File: src/rtl/cam_timing_gen.sv
// Synthetic camera source: FV window with nested LV pulses and a selectable test pattern.
// Geometry is fixed by parameters; the pattern is latched once per frame.
module cam_timing_gen #(
  parameter int ACTIVE_PIXELS = 720,
  parameter int HBLANK        = 138,
  parameter int ACTIVE_LINES  = 288,
  parameter int FV_LEAD       = 4,
  parameter int FV_TRAIL      = 4,
  parameter int VBLANK_CYCLES = 1000,
  parameter int DATA_W        = 8
) (
  input  logic              cam_pclk,
  input  logic              cam_reset,
  input  logic              gen_enable,
  input  logic [1:0]        pattern_sel,
  output logic              cam_frame_valid,
  output logic              cam_line_valid,
  output logic [DATA_W-1:0] cam_data,
  output logic              frame_start,
  output logic [15:0]       frame_count
);

  typedef enum logic [2:0] {
    S_IDLE, S_FV_LEAD, S_ACTIVE, S_HBLANK, S_FV_TRAIL, S_VBLANK
  } state_t;

  localparam logic [15:0] LEAD_LAST  = 16'(FV_LEAD - 1);
  localparam logic [15:0] HBL_LAST   = 16'(HBLANK - 1);
  localparam logic [15:0] TRAIL_LAST = 16'(FV_TRAIL - 1);
  localparam logic [15:0] VBL_LAST   = 16'(VBLANK_CYCLES - 1);
  localparam logic [10:0] X_LAST     = 11'(ACTIVE_PIXELS - 1);
  localparam logic [9:0]  Y_LAST     = 10'(ACTIVE_LINES - 1);

  state_t      state;
  logic [15:0] phase;
  logic [10:0] x;
  logic [9:0]  y;
  logic [1:0]  pat;

  // Pixel value for a given position; only the low byte carries pattern data.
  function automatic logic [DATA_W-1:0] pixel(input logic [1:0] sel,
                                               input logic [7:0] px,
                                               input logic [7:0] py);
    logic [7:0] v;
    case (sel)
      2'd0:    v = px;
      2'd1:    v = py;
      2'd2:    v = (px[3] ^ py[3]) ? 8'hFF : 8'h00;
      default: v = 8'h80;
    endcase
    pixel      = '0;
    pixel[7:0] = v;
  endfunction

  always_ff @(posedge cam_pclk) begin
    if (cam_reset) begin
      state           <= S_IDLE;
      phase           <= '0;
      x               <= '0;
      y               <= '0;
      pat             <= '0;
      cam_frame_valid <= 1'b0;
      cam_line_valid  <= 1'b0;
      cam_data        <= '0;
      frame_start     <= 1'b0;
      frame_count     <= '0;
    end else begin
      frame_start <= 1'b0;
      case (state)
        S_IDLE: begin
          if (gen_enable) begin
            state           <= S_FV_LEAD;
            phase           <= '0;
            x               <= '0;
            y               <= '0;
            pat             <= pattern_sel;
            cam_frame_valid <= 1'b1;
            frame_start     <= 1'b1;
          end
        end
        S_FV_LEAD: begin
          if (phase == LEAD_LAST) begin
            state          <= S_ACTIVE;
            phase          <= '0;
            x              <= '0;
            cam_line_valid <= 1'b1;
            cam_data       <= pixel(pat, 8'd0, y[7:0]);
          end else begin
            phase <= phase + 16'd1;
          end
        end
        S_ACTIVE: begin
          if (x == X_LAST) begin
            cam_line_valid <= 1'b0;
            cam_data       <= '0;
            phase          <= '0;
            state          <= (y == Y_LAST) ? S_FV_TRAIL : S_HBLANK;
          end else begin
            x        <= x + 11'd1;
            cam_data <= pixel(pat, x[7:0] + 8'd1, y[7:0]);
          end
        end
        S_HBLANK: begin
          if (phase == HBL_LAST) begin
            state          <= S_ACTIVE;
            phase          <= '0;
            x              <= '0;
            y              <= y + 10'd1;
            cam_line_valid <= 1'b1;
            cam_data       <= pixel(pat, 8'd0, y[7:0] + 8'd1);
          end else begin
            phase <= phase + 16'd1;
          end
        end
        S_FV_TRAIL: begin
          if (phase == TRAIL_LAST) begin
            state           <= S_VBLANK;
            phase           <= '0;
            cam_frame_valid <= 1'b0;
            frame_count     <= frame_count + 16'd1;
          end else begin
            phase <= phase + 16'd1;
          end
        end
        S_VBLANK: begin
          // Run request is only honoured here, so a frame is never cut short.
          if (phase == VBL_LAST) begin
            phase <= '0;
            if (gen_enable) begin
              state           <= S_FV_LEAD;
              x               <= '0;
              y               <= '0;
              pat             <= pattern_sel;
              cam_frame_valid <= 1'b1;
              frame_start     <= 1'b1;
            end else begin
              state <= S_IDLE;
            end
          end else begin
            phase <= phase + 16'd1;
          end
        end
        default: state <= S_IDLE;
      endcase
    end
  end

endmodule

File: config.mk
export PLATFORM = sky130hd
export DESIGN_NAME = cam_timing_gen
export DESIGN_NICKNAME = d
export VERILOG_FILES = /design/src/rtl/cam_timing_gen.sv
export SDC_FILE = /design/constraint.sdc
export NUM_CORES = 1
export LEC_CHECK = 0
export ABC_CLOCK_PERIOD_IN_PS = 3510
export CAP_MARGIN = 30
export CORE_ASPECT_RATIO = 2
export CORE_MARGIN = 2
export CORE_UTILIZATION = 35
export DETAILED_ROUTE_END_ITERATION = 10
export PLACE_DENSITY_LB_ADDON = 0.05
export SYNTH_ARGS = -nofsm -noshare
export SYNTH_HDL_FRONTEND = slang
export SYNTH_SLANG_ARGS = --single-unit
File: constraint.sdc
create_clock -name cam_pclk -period 3.51 [get_ports cam_pclk]
set_input_delay 0.702 -clock cam_pclk [delete_from_list [all_inputs] [get_ports cam_pclk]]
set_output_delay 0.702 -clock cam_pclk [all_outputs]
set_load 0.01 [all_outputs]
==> results of run 1 <==
[routing by layer]
layer	track usage, %	up-vias	share of wire, %
met1	22.0	1863	41
li1	-	1926	-
met3	3.58	33	2.9
met4	9.60	0	3.7
met2	34.3	98	53
met5	0	-	0
[logic make-up (layout without fill, tap and decap cells)]
| logic type | count (synthesis) | count (layout) | synth area share, % |
|---|---|---|---|
| XOR/XNOR | 42 | 42 | 9.03 |
| AND/OR/NAND/NOR | 232 | 232 | 29.8 |
| adder cells (fa/ha/maj) | 6 | 6 | 1.78 |
| flip-flops | 69 | 69 | 33.9 |
| buffers and inverters | 44 | 66 | 4.30 |
| AO/OA/AOI/OAI | 117 | 117 | 19.5 |
| multiplexers | 7 | 7 | 1.72 |
[path summary, 6_finish.rpt]
kind | from | endpoint | slack [ns] | depth (start not counted)
worst min register to register | cam_data[3] | cam_data[3] | 0.46 | 2
worst max register to register | phase[14] | x[9] | 0.68 | 7
worst max-delay path | phase[14] | x[9] | 0.68 | 7
worst min-delay path | cam_data[3] | cam_data[3] | 0.46 | 2
[tightest hold or removal path, stage by stage (launching register included)]
cell     delay, ns
dfxtp_1       0.31
nand2_1       0.05
a21oi_1       0.05
[power breakdown]
part	switching, uW	internal, uW	leakage, uW
Clock	360	571	0.000142
Combinational	183	102	0.000913
Sequential	38.6	803	0.000557
Total	581	1480	0.00161
[area by class of cell]
| class | instances | share of cell area (%) |
|---|---|---|
| repair buffers | 38 | 7.48 |
| inverters | 12 | 0.942 |
| clock inverters | 5 | 1.23 |
| clock buffers | 11 | 5.08 |
| well taps | 142 | 3.72 |
| multi-input cells | 404 | 52.7 |
| flip-flops and latches | 69 | 28.9 |
[layout by cell type, fill, tap and decap left out, types with 3 or more instances in the layout]
cell type	count
dfxtp_1	69
a22oi_1	3
nand3b_1	3
nand3_1	24
inv_1	11
xor2_1	20
nor2b_1	5
o21ai_0	20
a211oi_1	5
a221oi_1	4
a311oi_1	14
nor3_1	19
or3_1	4
nand2b_1	6
nor3_2	4
nand4_1	16
a41oi_1	6
clkdlybuf4s50_1	30
a31oi_1	5
nand2_1	47
clkbuf_16	9
and3_1	13
o211ai_1	3
a21oi_1	32
mux2i_1	7
o41ai_1	3
nor2_1	67
o31ai_1	3
buf_4	7
and2_1	3
ha_1	5
xnor2_1	22
[stage by stage]
stage | std cells | setup slack (ns) | power [uW] | util (%) | hold slack, ns
global placement | 665 | 0.663 | 1140 | 39.5 | 0.446
finish | 681 | 0.681 | 2060 | 42.1 | 0.458
floorplan | 517 | 1.03 | 1040 | - | 0.452
detailed placement | 665 | 0.606 | 1140 | 39.5 | 0.454
global route | 681 | 0.430 | 2150 | 42.1 | 0.489
CTS | 681 | 0.671 | 2090 | 42.1 | 0.462
[state kept, by name (all words and copies together) (netlist names)]
name,count
state,3
frame_count,16
cam_line_valid,1
x,11
phase,16
cam_frame_valid,1
y,10
pat,2
frame_start,1
cam_data,8
==> flow_summary_export.csv, run 1 <==
group,metric,value,unit
status,run_status,"completed",
yosys,syn_avg_cell_area,7.88,um^2
placement,numPortBuffers,31,
yosys,yosysUniqueCellTypes,65,
yosys,syn_area,4080,um^2
yosys,ys_top_cells_by_area,"dfxtp_1 34%, nor2_1 6.2%, xnor2_1 4.7%",
sta,skew,0.00731,ns
finish,fin_area,4780,um^2
sta,max_freq,353,MHz
yosys,yosysWarningCount,0,
finish,multi_input_area,2520,um^2
finish,finalNetCount,544,
floorplanning,io_pins,32,
finish,fill_cells,1181,
floorplanning,die-width,80.3,um
cts,clkSinkCount,69,
yosys,ys_seq_elements,69,
power,power_density,430,nW/um^2
global_routing,grt-ovfl-total,0,
finish,antennaDiodeCount,0,
placement,place_area,4480,um^2
drt,antenna_left,0,
finish,drive_above_1_share,6.86,%
floorplanning,die_h,157,um
drt,vias,3920,
run,max_cap_violations,0,
cts,cts_max_level,3,
cts,clk_pin_slew,0.06,ns
floorplanning,rows,55,
setup_path,path_class,"reg -> reg",
setup_path,required,3.69,ns
drt,drt_iter0_markers,211,
sta,finalCritPeriodShare,80.6,%
placement,dpl.hpwl,8440,um
yosys,yosysTopAreaCell,"dfxtp_1",
yosys,post-synth-top-count-cell,"dfxtp_1",
sta,setup_viol,0,
yosys,syn-instance-count,517,
setup_path,critPathArrivalTime,3.01,ns
drt,first_pass_iters,5,
global_routing,antenna_found_initial,0,
yosys,synth_top_area_share,33.9,%
yosys,yosysSeqAreaShare,33.9,%
global_routing,grt_max_degree,42,
cts,clockBufferDepth,2,
yosys,synth-edff-count,0,
setup_path,critPathMaxStageDelay,0.59,ns
setup_path,endpoint_kind,"register",
sta,worstMarginPinSlew,0.774,ns
floorplanning,start_util,35.9,%
drt,drcViolationCount,0,
global_routing,grt_pass1_vias,3836,
sta,final_hold_viol_count,0,
cts,clkLatencyLatePin,0.34,ns
setup_path,cp_max_fo,7,
cts,cts_buffers,9,
cts,post_cts_buffers,0,
drt,via_per_inst,5.76,
cts,cts_root_buf,"clkbuf_16",
yosys,ys.flop_type,"dfxtp_1",
power,power_leakage,0.00161,uW
cts,ctsHoldBuffers,0,
global_routing,grtUsageTotal,19.5,%
sta,finalSetupTns,0,ns
sta,rsz0062_at_grt,"no",
setup_path,path_buf_inv,1,
finish,area_growth_syn_to_layout,17.3,%
sta,drv_slew,0,
setup_path,worstPathCellList,"nor4_1 -> nand4b_1 -> o21ai_0 -> nand2_1 -> nor3_1 -> buf_4 -> a311oi_1",
cts,tritoncts,"yes",
setup_path,cp-start-kind,"register",
global_routing,grt_pass1_wl,19100,um
sta,maxSlewHeadroom,47.7,%
setup_path,crit_family,"simple AND/OR/NAND/NOR gates",
yosys,syn_nets,527,
yosys,synth_common_cells,"69 x dfxtp_1, 67 x nor2_1, 47 x nand2_1, 32 x a21oi_1, 29 x clkbuf_1",
floorplanning,core_area,11400,um^2
worst_hold_path,hold_path_class,"reg -> reg",
finish,ff_latch_area,1380,um^2
floorplanning,dieArea,12600,um^2
cts,cts_resized,0,
sta,fin_crit,2.83,ns
drt,finalWirelength,11500,um
drt,avgRoutedWirePerCell,16.9,um
yosys,async_flop_share,0,%
power,ir_worst_vdd,0.000321,V
placement,gp_congestion,0.859,
setup_path,critical-path-slowest-cell,"o21ai_0",
No activity file was read; power rests on OpenSTA's default activity.
==> inputs of run 2 (changes only) <==
--- a/config.mk
+++ b/config.mk
@@ -5,7 +5,7 @@
 export SDC_FILE = /design/constraint.sdc
 export NUM_CORES = 1
 export LEC_CHECK = 0
-export ABC_CLOCK_PERIOD_IN_PS = 3510
+export ABC_CLOCK_PERIOD_IN_PS = 2700
 export CAP_MARGIN = 30
 export CORE_ASPECT_RATIO = 2
 export CORE_MARGIN = 2
==> constraint.sdc (replaced) <==
create_clock -name cam_pclk -period 2.7 [get_ports cam_pclk]
set_input_delay 0.54 -clock cam_pclk [delete_from_list [all_inputs] [get_ports cam_pclk]]
set_output_delay 0.54 -clock cam_pclk [all_outputs]
set_load 0.01 [all_outputs]
==> flow_summary_export.csv, run 2 (synthesized netlist as in run 1, its figures left out) <==
group,metric,value,unit
global_routing,antenna_found_initial,0,
finish,area_growth_syn_to_layout,22.8,%
global_routing,grt_pass1_vias,3821,
setup_path,crit_family,"simple AND/OR/NAND/NOR gates",
floorplanning,rows,55,
finish,antennaDiodeCount,0,
finish,fin_area,5010,um^2
floorplanning,core_area,11400,um^2
placement,dp_cells,691,
drt,vias,3969,
sta,maxSlewHeadroom,44.6,%
sta,drv_slew,0,
drt,via_per_inst,5.61,
drt,drcViolationCount,0,
cts,clk_pin_slew,0.06,ns
power,combPwrFrac,15.8,%
sta,setup_viol,0,
power,p_sw,752,uW
floorplanning,die_h,157,um
finish,top_regs,"frame_count (16), phase (16), x (11)",
worst_hold_path,min_path_cells,2,
finish,final_common_cell,"dfxtp_1",
setup_path,worstPathCellList,"or3_1 -> or4b_4 -> or4_4 -> or3_1 -> xor2_1 -> nor2_1",
cts,cts_resized,0,
placement,gp_congestion,0.844,
sta,final_hold_viol_count,0,
power,seqPwrFrac,38.4,%
sta,rsz0062_at_grt,"no",
setup_path,critical-path-slowest-cell,"or4b_4",
setup_path,path_buf_inv,0,
cts,cts_root_buf,"clkbuf_16",
placement,numPortBuffers,31,
power,pwr-share-clk,45.9,%
worst_hold_path,worstHoldStart,"cam_data[3]",
floorplanning,start_util,35.9,%
cts,clkLatencyLatePin,0.33,ns
finish,most-common-layout-cells,"69 x dfxtp_1, 67 x nor2_1, 47 x nand2_1",
cts,clkSinkCount,69,
global_routing,grt_max_degree,44,
drt,avgRoutedWirePerCell,16.7,um
setup_path,setup.worst_path.start,"phase[4]",
placement,place_area,4690,um^2
floorplanning,io_pins,32,
finish,drive_above_1_share,11.0,%
placement,pre_cts_slack,0.169,ns
setup_path,critPathArrivalTime,2.74,ns
drt,first_pass_iters,5,
power,power_leakage,0.00176,uW
setup_path,cp_max_fo,11,
drt,drt_iter0_markers,244,
drt,finalWirelength,11800,um
sta,skew,0.00702,ns
status,run_status,"completed",
setup_path,path_common_cell,"or3_1",
global_routing,grt_pass1_wl,19400,um
finish,fill_cells,1159,
run,max_cap_violations,0,
setup_path,path_class,"reg -> reg",
floorplanning,dieArea,12600,um^2
setup_path,critPathMaxStageDelay,0.55,ns
power,swShare,27.0,%
power,p_int,2030,uW
sta,final.setup.worst_slack,0.140,ns
cts,clockBufferDepth,2,
cts,cts_buffers,9,
finish,fin_cells,707,
setup_path,required,2.88,ns
placement,dpl.hpwl,8720,um
sta,worstMarginPinSlew,0.832,ns
setup_path,reg2reg_depth,6,
sta,max_freq,391,MHz
sta,fin_crit,2.56,ns
setup_path,endpoint_kind,"register",
worst_hold_path,hold_path_class,"reg -> reg",
sta,finalSetupTns,0,ns
floorplanning,die-width,80.3,um
setup_path,r2r_start,"phase[4]",
cts,ctsHoldBuffers,0,
cts,cts_max_level,3,
power,power_density,556,nW/um^2
setup_path,cp-start-kind,"register",
power,ir_worst_vdd,0.000320,V
global_routing,grt-ovfl-total,0,
drt,antenna_left,0,
cts,post_cts_buffers,0,
sta,finalCritPeriodShare,94.8,%
cts,tritoncts,"yes",
finish,final_util,44.1,%
finish,finalNetCount,570,
setup_path,cp.depth,6,
global_routing,grtUsageTotal,19.8,%
[run 2: cell type report]
type,instances,area [um^2],share of cell area (%)
clock buffers,11,233,4.65
inverters,12,45.0,0.900
multi-input cells,404,2520,50.3
well taps,142,178,3.55
repair buffers,64,566,11.3
clock inverters,5,85.1,1.70
flip-flops and latches,69,1380,27.6
[run 2: worst paths after layout]
| kind | slack (ns) | to |
|---|---|---|
| min reg2reg | 0.46 | cam_data[3] |
| max reg2reg | 0.14 | frame_count[6] |
| max | 0.14 | frame_count[6] |
| min | 0.46 | cam_data[3] |
[run 2: power by group through the flow]
stage          logic, uW  clock network, uW  registers [uW]
2_1_floorplan        256                  0            1090
3_3_place_gp         443                  0            1090
3_5_place_dp         441                  0            1090
4_1_cts              443               1310            1070
5_1_grt              481               1350            1070
6_report             439               1280            1070
[run 2: worst register-to-register path, cell delays in order (launching register included)]
cell,delay (ns)
dfxtp_1,0.34
or3_1,0.39
or4b_4,0.55
or4_4,0.54
or3_1,0.40
xor2_1,0.14
nor2_1,0.06
[run 2: stage by stage]
stage                     hold slack, ns  power [uW]
after floorplan                    0.452        1350
after global placement             0.449        1530
after detailed placement           0.457        1530
after CTS                          0.465        2820
after global routing               0.493        2910
final                              0.459        2780
[run 2: per-layer routing]
metal | up-vias | GRT usage, % | routed length [um]
met1 | 1889 | 22.6 | 4860
met2 | 78 | 34.7 | 6270
met3 | 28 | 2.88 | 298
li1 | 1974 | - | -
met4 | 0 | 10.1 | 391
met5 | - | 0 | 0
==> inputs of run 3 (changes only) <==
--- a/config.mk
+++ b/config.mk
@@ -7,11 +7,10 @@
 export LEC_CHECK = 0
 export ABC_CLOCK_PERIOD_IN_PS = 2700
 export CAP_MARGIN = 30
-export CORE_ASPECT_RATIO = 2
+export CORE_ASPECT_RATIO = 0.7
 export CORE_MARGIN = 2
 export CORE_UTILIZATION = 35
 export DETAILED_ROUTE_END_ITERATION = 10
-export PLACE_DENSITY_LB_ADDON = 0.05
 export SYNTH_ARGS = -nofsm -noshare
 export SYNTH_HDL_FRONTEND = slang
 export SYNTH_SLANG_ARGS = --single-unit
==> flow_summary_export.csv, run 3 (synthesized netlist as in run 1, its figures left out) <==
group,metric,value,unit
status,run_status,"completed",
drt,via_per_inst,5.50,
power,p_int,1830,uW
floorplanning,core_area,11200,um^2
global_routing,grt-ovfl-total,0,
finish,area_growth_syn_to_layout,21.0,%
finish,fin_cells,714,
power,swShare,28.4,%
sta,drv_slew,0,
finish,drive_above_1_share,10.7,%
power,power_leakage,0.00172,uW
global_routing,grt_pass1_wl,18300,um
cts,cts_root_buf,"clkbuf_16",
setup_path,cp-start-kind,"register",
floorplanning,die_h,94.3,um
power,combPwrFrac,17.0,%
sta,maxSlewHeadroom,50.3,%
drt,drt_iter0_markers,299,
cts,cts_max_level,3,
placement,dpl.hpwl,8140,um
drt,first_pass_iters,5,
placement,gp_congestion,0.939,
cts,cts_buffers,9,
floorplanning,rows,32,
finish,antennaDiodeCount,0,
placement,numPortBuffers,31,
sta,skew,0.0100,ns
worst_hold_path,hold_path_class,"reg -> reg",
finish,finalNetCount,567,
sta,setup_viol,0,
drt,avgRoutedWirePerCell,15.4,um
run,max_cap_violations,0,
sta,worstMarginPinSlew,0.740,ns
setup_path,required,2.92,ns
drt,antenna_left,0,
power,power_density,517,nW/um^2
finish,fill_cells,1101,
finish,most-common-layout-cells,"69 x dfxtp_1, 67 x nor2_1, 47 x nand2_1",
global_routing,grt_pass1_vias,3571,
sta,finalSetupTns,0,ns
drt,drcViolationCount,0,
drt,finalWirelength,11000,um
setup_path,critPathArrivalTime,2.73,ns
power,ir_worst_vdd,0.000344,V
setup_path,cp_max_fo,11,
sta,finalCritPeriodShare,92.9,%
global_routing,antenna_found_initial,0,
global_routing,grt_max_degree,33,
floorplanning,die-width,133,um
cts,clk_pin_slew,0.05,ns
power,seqPwrFrac,42.1,%
sta,final_hold_viol_count,0,
sta,fin_crit,2.51,ns
sta,max_freq,399,MHz
placement,dp_cells,699,
floorplanning,dieArea,12500,um^2
setup_path,endpoint_kind,"register",
power,pwr-share-clk,40.9,%
setup_path,path_class,"reg -> reg",
floorplanning,start_util,36.5,%
global_routing,grtUsageTotal,18.3,%
drt,vias,3929,
finish,final_common_cell,"dfxtp_1",
sta,rsz0062_at_grt,"no",
power,p_sw,723,uW
floorplanning,io_pins,32,
cts,clkSinkCount,69,
cts,clockBufferDepth,2,
cts,tritoncts,"yes",
cts,post_cts_buffers,0,
cts,clkLatencyLatePin,0.34,ns
finish,top_regs,"frame_count (16), phase (16), x (11)",
run 3: cell types whose count changed in the layout (fill, tap and decap cells not counted), sizes merged:
cell / before / now
buf: 34 / 31
clkinv: 3 / 6
bufinv: 2 / 0
clkbuf: 11 / 10
clkinvlp: 1 / 0
run 3: stage by stage:
stage	worst slack, ns	util (%)	power [uW]	hold slack, ns	cell area [um^2]
final	0.192	44.1	2550	0.453	4930
after global routing	0.0215	44.1	2670	0.481	4930
after CTS	0.181	44.1	2570	0.458	4920
after detailed placement	0.0739	41.8	1520	0.450	4670
after global placement	0.105	41.8	1520	0.453	4670
after floorplan	0.217	-	1350	0.452	4080
run 3: final cells by class:
type | instances | area (um^2) | area share (%)
well taps | 153 | 191 | 3.88
repair buffers | 61 | 531 | 10.8
clock inverters | 5 | 28.8 | 0.584
clock buffers | 10 | 229 | 4.64
flip-flops and latches | 69 | 1380 | 28.0
inverters | 12 | 45.0 | 0.914
multi-input cells | 404 | 2520 | 51.2
run 3: power groups by stage:
stage | registers (uW) | clock network, uW | logic, uW
floorplan | 1090 | 0 | 256
global placement | 1090 | 0 | 421
detailed placement | 1100 | 0 | 423
CTS | 1070 | 1070 | 425
global route | 1080 | 1110 | 474
finish | 1070 | 1040 | 433
run 3: routing by layer:
metal  GRT usage, %  up-vias  routed length, um
li1               -     1969                  -
met1           28.3     1836               5940
met5              0        -                  0
met2           24.8      111               4240
met3           4.15       13                718
met4           4.75        0                 95
run 3: path summary, 6_finish.rpt:
kind,startpoint,to,slack (ns),depth (start not counted)
worst min register to register,cam_data[3],cam_data[3],0.45,2
worst max-delay path,phase[4],frame_count[6],0.19,6
worst max register to register,phase[4],frame_count[6],0.19,6
worst min-delay path,cam_data[3],cam_data[3],0.45,2
run 3: repair_timing:
action,CTS,global route
hold buffers,0,0
setup endpoints to repair,0,4
endpoints found under the hold margin,0,0
resized for setup,0,2
run 3: worst max-delay path, stage by stage (launching register included):
cell and delay (ns):
dfxtp_1 0.33, or3_1 0.39, or4b_4 0.55, or4_4 0.55, or3_1 0.40, xor2_1 0.14
nor2_1 0.05
